===== src/rtl/instr_fetch_unit_if.sv =====
// Bus between the instruction fetch unit, the control FSM and the instruction ROM.
// The master side (the FSM plus the ROM) drives the strobes and rom_data; the fetch unit is the slave.
interface instr_fetch_unit_if #(
  parameter int ADDR_W = 8,
  parameter int DATA_W = 16
);
  logic              en;
  logic              pc_load;
  logic              pc_inc;
  logic              ins_load;
  logic              jump_load;
  logic [ADDR_W-1:0] jump_addr;
  logic [ADDR_W-1:0] rom_addr;
  logic [DATA_W-1:0] rom_data;
  logic [ADDR_W-1:0] pc;
  logic [ADDR_W-1:0] pc_saved;
  logic [3:0]        opcode;
  logic [2:0]        op1_sel;
  logic [2:0]        op2_sel;
  logic [DATA_W-1:0] imm;
  logic              ir_valid;
  logic              two_byte;
  logic              imm_valid;

  modport master (
    output en, pc_load, pc_inc, ins_load, jump_load, jump_addr, rom_data,
    input  rom_addr, pc, pc_saved, opcode, op1_sel, op2_sel, imm,
           ir_valid, two_byte, imm_valid
  );

  modport slave (
    input  en, pc_load, pc_inc, ins_load, jump_load, jump_addr, rom_data,
    output rom_addr, pc, pc_saved, opcode, op1_sel, op2_sel, imm,
           ir_valid, two_byte, imm_valid
  );
endinterface


===== src/rtl/instr_fetch_unit.sv =====
// Instruction fetch: program counter, instruction register and the immediate word
// that follows the 2-byte opcodes MVI (4'b1100) and LDA (4'b1101).
module instr_fetch_unit #(
  parameter int              ADDR_W   = 8,
  parameter int              DATA_W   = 16,
  parameter logic [ADDR_W-1:0] RESET_PC = '0
) (
  input logic               clk,
  input logic               rst,
  instr_fetch_unit_if.slave bus
);

  typedef enum logic {FIRST, SECOND} word_state_t;

  word_state_t       state, state_nxt;
  logic [ADDR_W-1:0] pc_q;
  logic [ADDR_W-1:0] pc_saved_q;
  logic [9:0]        ir_q;          // IR[15:6]; the low six bits are never consumed
  logic [DATA_W-1:0] imm_q;
  logic              ir_valid_q;
  logic              two_byte_q;
  logic              imm_valid_q;

  logic              cap_ir;
  logic              cap_imm;
  logic              kill_imm;
  logic              is_two;

  assign is_two = (bus.rom_data[15:12] == 4'b1100) || (bus.rom_data[15:12] == 4'b1101);

  always_comb begin
    state_nxt = state;
    cap_ir    = 1'b0;
    cap_imm   = 1'b0;
    kill_imm  = 1'b0;
    if (bus.jump_load) begin
      // A jump abandons a pending second word and swallows a same-cycle ins_load.
      state_nxt = FIRST;
      kill_imm  = 1'b1;
    end else if (bus.ins_load) begin
      unique case (state)
        FIRST: begin
          cap_ir    = 1'b1;
          state_nxt = is_two ? SECOND : FIRST;
        end
        SECOND: begin
          cap_imm   = 1'b1;
          state_nxt = FIRST;
        end
        default: state_nxt = FIRST;
      endcase
    end
  end

  always_ff @(posedge clk) begin
    if (rst) begin
      state <= FIRST;
    end else if (bus.en) begin
      state <= state_nxt;
    end
  end

  always_ff @(posedge clk) begin
    if (rst) begin
      pc_q        <= RESET_PC;
      pc_saved_q  <= '0;
      ir_q        <= '0;
      imm_q       <= '0;
      ir_valid_q  <= 1'b0;
      two_byte_q  <= 1'b0;
      imm_valid_q <= 1'b0;
    end else if (bus.en) begin
      if (bus.pc_load) pc_saved_q <= pc_q;
      if (bus.jump_load) pc_q <= bus.jump_addr;
      else if (bus.pc_inc) pc_q <= pc_q + ADDR_W'(1);
      if (cap_ir) begin
        ir_q        <= bus.rom_data[15:6];
        ir_valid_q  <= 1'b1;
        two_byte_q  <= is_two;
        imm_valid_q <= 1'b0;
      end
      if (cap_imm) begin
        imm_q       <= bus.rom_data;
        imm_valid_q <= 1'b1;
      end
      if (kill_imm) imm_valid_q <= 1'b0;
    end
  end

  assign bus.rom_addr  = pc_q;
  assign bus.pc        = pc_q;
  assign bus.pc_saved  = pc_saved_q;
  assign bus.opcode    = ir_q[9:6];
  assign bus.op1_sel   = ir_q[5:3];
  assign bus.op2_sel   = ir_q[2:0];
  assign bus.imm       = imm_q;
  assign bus.ir_valid  = ir_valid_q;
  assign bus.two_byte  = two_byte_q;
  assign bus.imm_valid = imm_valid_q;

endmodule


===== src/flat_wrapper.sv =====
// flat-port wrapper written by rule: the top's interface ports become plain ports
module instr_fetch_unit_flat 
#(
  parameter int              ADDR_W   = 8,
  parameter int              DATA_W   = 16,
  parameter logic [ADDR_W-1:0] RESET_PC = '0
)
  (clk, rst, bus_en, bus_pc_load, bus_pc_inc, bus_ins_load, bus_jump_load, bus_jump_addr, bus_rom_data, bus_rom_addr, bus_pc, bus_pc_saved, bus_opcode, bus_op1_sel, bus_op2_sel, bus_imm, bus_ir_valid, bus_two_byte, bus_imm_valid);
  instr_fetch_unit_if #(.ADDR_W(ADDR_W), .DATA_W(DATA_W)) bus_i ();
  input logic clk;
  input logic rst;
  input wire logic [$bits(bus_i.en)-1:0] bus_en;
  input wire logic [$bits(bus_i.pc_load)-1:0] bus_pc_load;
  input wire logic [$bits(bus_i.pc_inc)-1:0] bus_pc_inc;
  input wire logic [$bits(bus_i.ins_load)-1:0] bus_ins_load;
  input wire logic [$bits(bus_i.jump_load)-1:0] bus_jump_load;
  input wire logic [$bits(bus_i.jump_addr)-1:0] bus_jump_addr;
  input wire logic [$bits(bus_i.rom_data)-1:0] bus_rom_data;
  output wire logic [$bits(bus_i.rom_addr)-1:0] bus_rom_addr;
  output wire logic [$bits(bus_i.pc)-1:0] bus_pc;
  output wire logic [$bits(bus_i.pc_saved)-1:0] bus_pc_saved;
  output wire logic [$bits(bus_i.opcode)-1:0] bus_opcode;
  output wire logic [$bits(bus_i.op1_sel)-1:0] bus_op1_sel;
  output wire logic [$bits(bus_i.op2_sel)-1:0] bus_op2_sel;
  output wire logic [$bits(bus_i.imm)-1:0] bus_imm;
  output wire logic [$bits(bus_i.ir_valid)-1:0] bus_ir_valid;
  output wire logic [$bits(bus_i.two_byte)-1:0] bus_two_byte;
  output wire logic [$bits(bus_i.imm_valid)-1:0] bus_imm_valid;
  assign bus_i.en = bus_en;
  assign bus_i.pc_load = bus_pc_load;
  assign bus_i.pc_inc = bus_pc_inc;
  assign bus_i.ins_load = bus_ins_load;
  assign bus_i.jump_load = bus_jump_load;
  assign bus_i.jump_addr = bus_jump_addr;
  assign bus_i.rom_data = bus_rom_data;
  assign bus_rom_addr = bus_i.rom_addr;
  assign bus_pc = bus_i.pc;
  assign bus_pc_saved = bus_i.pc_saved;
  assign bus_opcode = bus_i.opcode;
  assign bus_op1_sel = bus_i.op1_sel;
  assign bus_op2_sel = bus_i.op2_sel;
  assign bus_imm = bus_i.imm;
  assign bus_ir_valid = bus_i.ir_valid;
  assign bus_two_byte = bus_i.two_byte;
  assign bus_imm_valid = bus_i.imm_valid;
  instr_fetch_unit #(.ADDR_W(ADDR_W), .DATA_W(DATA_W), .RESET_PC(RESET_PC)) u_core (.clk(clk), .rst(rst), .bus(bus_i));
endmodule

===== config.mk =====
export PLATFORM = sky130hd
export DESIGN_NAME = instr_fetch_unit_flat
export DESIGN_NICKNAME = d
export VERILOG_FILES = /design/src/rtl/instr_fetch_unit_if.sv /design/src/rtl/instr_fetch_unit.sv /design/src/flat_wrapper.sv
export SDC_FILE = /design/constraint.sdc
export NUM_CORES = 1
export LEC_CHECK = 0
export CAP_MARGIN = 20
export CORE_MARGIN = 2
export CORE_UTILIZATION = 46
export CTS_BUF_LIST = sky130_fd_sc_hd__clkbuf_4 sky130_fd_sc_hd__clkbuf_8
export DETAILED_ROUTE_END_ITERATION = 6
export PLACE_DENSITY = 0.95
export SLEW_MARGIN = 20
export SYNTH_ARGS = -nofsm -noshare
export SYNTH_HDL_FRONTEND = slang
export SYNTH_SLANG_ARGS = --single-unit

===== constraint.sdc =====
create_clock -name clk -period 2.1 [get_ports clk]
set_clock_uncertainty 0.1 [all_clocks]
set_input_delay 0.21 -clock clk [delete_from_list [all_inputs] [get_ports clk]]
set_output_delay 0.21 -clock clk [all_outputs]
set_load 0.005 [all_outputs]

### Yosys cells after proc, flatten, opt, wreduce, memory -nomap -nowiden

Index checks and enable logic that the tools add are counted.

| storage, ports and cells | value |
|---|---|
| flip-flop bits (word level) | 46 |
| input bits | 31 |
| output and inout port bits | 53 |
| logic and storage cells | 38 |

| operators by class | value |
|---|---|
| add/subtract/negate cells | 1 |
| equal/unequal tests | 2 |
| muxes and demuxes | 16 |
| bitwise logic cells | 1 |
| reduce and logical (&&, ||, !) cells | 10 |

Operators by type and width:

| cell | count |
|---|---|
| 2-to-1 mux 8 bit | 2 |
| 2-to-1 mux 1 bit | 13 |
| AND reduction 2 bit | 6 |
| adder 8 x 1 -> 8 bit (second input constant) | 1 |
| equality test 4 bit (second input constant) | 2 |
| nonzero test 2 bit | 2 |
| nonzero test 3 bit | 1 |
| one-hot mux 1 bit (2 select lines) | 1 |
| logical OR 1 bit | 1 |
| inverter 1 bit | 1 |

### Longest topological paths before layout

| logic depth | value |
|---|---|
| depth in word-level cells | 6 |
| mapped depth | 6 |
| depth with buffers taken out | 4 |

### Worst setup path before layout

Ideal clock, no wire load.

| path | value |
|---|---|
| path type | register to register |
| from | register u_core.pc_q[0], in the netlist u_core.bus.pc[0] |
| to | register u_core.pc_q[4], in the netlist u_core.bus.pc[4] |
| setup time | 74 ps |
| data arrival time | 1,109 ps |
| slack | 817 ps |
| stages on the path, launching flop included | 5 |
| period minus slack after synthesis | 1,283 ps |
| cell sequence | dfxtp_1 ha_1 nand3_1 o31a_1 o21ai_0 |

| between the ends | value |
|---|---|
| cells in the longest elaborated chain, start to end | 3 |

Ends and longest elaborated chain:

| what | RTL line | text |
|---|---|---|
| from (decl) | instr_fetch_unit.sv:16 | `logic [ADDR_W-1:0] pc_q;` |
| from (signal assigned) | instr_fetch_unit.sv:74 | `if (bus.jump_load) pc_q <= bus.jump_addr;` |
| from (signal assigned) | instr_fetch_unit.sv:75 | `else if (bus.pc_inc) pc_q <= pc_q + ADDR_W'(1);` |
| adder 8 x 1 -> 8 bit | instr_fetch_unit.sv:75 |  |
| 2-to-1 mux 8 bit | instr_fetch_unit.sv:75 |  |
| 2-to-1 mux 8 bit | instr_fetch_unit.sv:74 |  |

Every way passes these cells. The select of a mux whose other input is x is not followed.
A chain may end at the register's enable or synchronous reset.

### Worst setup path after layout

| path | value |
|---|---|
| from | register u_core.pc_q[2], in the netlist u_core.bus.pc[2] |
| to | output port bus_pc[2] |

RTL lines:

| what | RTL line | text |
|---|---|---|
| to (decl) | flat_wrapper.sv:20 | `output wire logic [$bits(bus_i.pc)-1:0] bus_pc;` |

No word-level cell between the ends.

==> results.yml <==
die:
  initial_core_util_pct: 48.0
  io-pin-count: 84
  dieHeight_um: 68.6
  rows: 23
  die_area_um2: 4700
  die_width_um: 68.6
  coreArea_um2: 4000
flow_run:
  maxCapViolations: 0
yosys:
  yosysTopAreaCell: "dfxtp_1"
  syn_nets: 272
  yosysSeqAreaShare_pct: 48.0
  synth_area_leaders: "dfxtp_1, nand2_1, a21oi_1, buf_4, nand3_1"
  ys_ff_latch: 46
  syn_area_um2: 1920
  ys.flop_type: "dfxtp_1"
  synth-edff-count: 0
  synth_cells: 240
  yosys_warnings: 0
  synth.distinct_cells: 36
  avgSynthCellArea_um2: 7.99
  netlist.area_leader.share_pct: 48.0
  synthArstFlopShare_pct: 0
clock_tree:
  clkSinkCount: 46
  clkTransAtPathRegs_ns: 0.08
  hold_buffers: 0
  htreeDepth: 2
  post-cts-setup-buffers: 0
  post_cts_resize_count: 0
  cts_tree: "yes"
  cts_made_buffers: 5
  clock_latency_ns: 0.30
  cts_buffer_depth: 2
  cts-root-buf: "clkbuf_8"
worst_setup_path:
  slowest_stage: "clkdlybuf4s50_1"
  cp_max_fo: 10
  cp.arrival_ns: 1.42
  cpPeakStageDelay_ns: 0.61
  worstPathCellList: "clkdlybuf4s50_1"
  critical_path_buf_inv_count: 1
  cp_top_family: "buffers and inverters"
  end_kind: "output port"
  cp.required_ns: 1.79
  worst_setup_path_start_kind: "register"
  critPathKind: "register to output port"
drt:
  ant_nets: 0
  routed_wl_mm: 5.35
  drt_iter0_drc: 66
  vias: 1945
  avgRoutedWirePerCell_um: 14.7
  first_pass_iters: 4
  via_per_inst: 5.33
  drc: 0
grt:
  grt_use_total_pct: 23.1
  grt_pass1_vias: 1741
  antenna_found_initial: 0
  grt_start_max_net_pins: 23
  grt_pass1_wl_mm: 8.10
  overflow: 0
pwr:
  powerDensity_nw_per_um2: 607
  irDropWorstVdd_v: 0.000429
  leakagePower_nw: 0.961
sta:
  grt_setup_unrepaired: "false"
  final.period_utilization_pct: 82.4
  finalHoldViolations: 0
  slew_viol_final: 0
  setup_viol: 0
  fmax_mhz: 578
  whs_ns: 0.356
  fin_crit_ns: 1.73
  finalSetupTns_ns: 0
  max_slew_margin_pct: 60.8
  worst_pin_slew_ns: 0.584
finish:
  layout_commonest_cell: "clkdlybuf4s50_1"
  final_cell_mix: "clkdlybuf4s50_1, nand2_1, dfxtp_1"
  drive_above_1_share_pct: 5.40
  fin_cells: 365
  layout.nets: 346
  syn_to_final_growth_pct: 47.5
  antenna_cells: 0
worst_hold_path:
  hold_path_class: "primary input to register"
place:
  gp_congestion: 0.851
  hpwl_mm: 3.84
  dp_cells: 357
  port_buffers: 83
outcome:
  outcome: "finished, final reports clean"
==> layer usage <==
metal	part of all wire, %	vias up	wire length (um)	track usage, %
met4	2.7	0	142	10.3
met2	51	84	2730	39.3
met1	40	886	2120	28.5
met5	0	-	0	0
met3	6.6	13	354	4.06
li1	-	962	-	-
==> report_power, final <==
part           internal [mW]  total [mW]  leakage [nW]  switching, mW
Combinational          0.132       0.224         0.536         0.0920
Sequential             0.893       0.920         0.373         0.0273
Clock                  0.279       0.572        0.0517          0.293
==> worst paths after layout <==
check	from	end	slack, ns	cells after the start
worst max-delay path	u_core.bus.pc[2]	bus_pc[2]	0.37	1
worst min-delay path	bus_rom_data[1]	u_core.bus.imm[1]	0.36	3
worst max register to register	u_core.bus.pc[0]	u_core.bus.pc[4]	0.59	4
worst min register to register	u_core.ir_q[6]	u_core.ir_q[6]	0.36	2
==> flip-flops by register name, summed over array words and instances, names as in the netlist <==
name and count:
u_core.bus.two_byte 1, u_core.bus.pc 8, u_core.bus.imm 16, u_core.state 1, u_core.bus.ir_valid 1, u_core.ir_q 10, u_core.bus.pc_saved 8, u_core.bus.imm_valid 1
==> layout make-up <==
class | count | area [um2]
Sequential cell | 46 | 921
Inverter | 2 | 7.51
Fill cell | 339 | 1170
Timing Repair Buffer | 91 | 891
Multi-Input combinational cell | 168 | 852
Tap cell | 50 | 62.6
Clock inverter | 1 | 5.00
Clock buffer | 7 | 90.1
==> through the flow <==
| stage | area (um2) | power [mW] | setup WS (ns) | utilization, % |
|---|---|---|---|---|
| after floorplan | 1920 | 1.03 | 0.817 | - |
| after global placement | 2730 | 1.15 | 0.399 | 68.3 |
| after detailed placement | 2730 | 1.16 | 0.319 | 68.3 |
| after CTS | 2830 | 1.71 | 0.382 | 70.7 |
| after global routing | 2830 | 1.77 | 0.318 | 70.7 |
| final | 2830 | 1.72 | 0.369 | 70.7 |
==> cells in the mapped netlist, types with 2 or more instances <==
master / count
a211o_1: 2
a21oi_1: 39
a31oi_1: 5
and3_1: 2
buf_1: 2
buf_2: 5
buf_4: 11
clkbuf_1: 6
dfxtp_1: 46
inv_1: 2
nand2_1: 68
nand3_1: 12
nand4b_1: 2
nor2_1: 6
nor2b_1: 2
nor3b_1: 2
o21ai_0: 8
o31a_1: 2
==> kinds of logic (layout without fill, tap and decap cells) <==
family	count (synthesis)	in the layout	synth area share [%]
simple gates	104	104	25.0
compound gates	62	62	18.2
flops	46	46	48.0
buf+inv	26	101	7.57
fa+ha+maj	1	1	0.652
mux	1	1	0.522
Power figures use the tool's default switching activity.
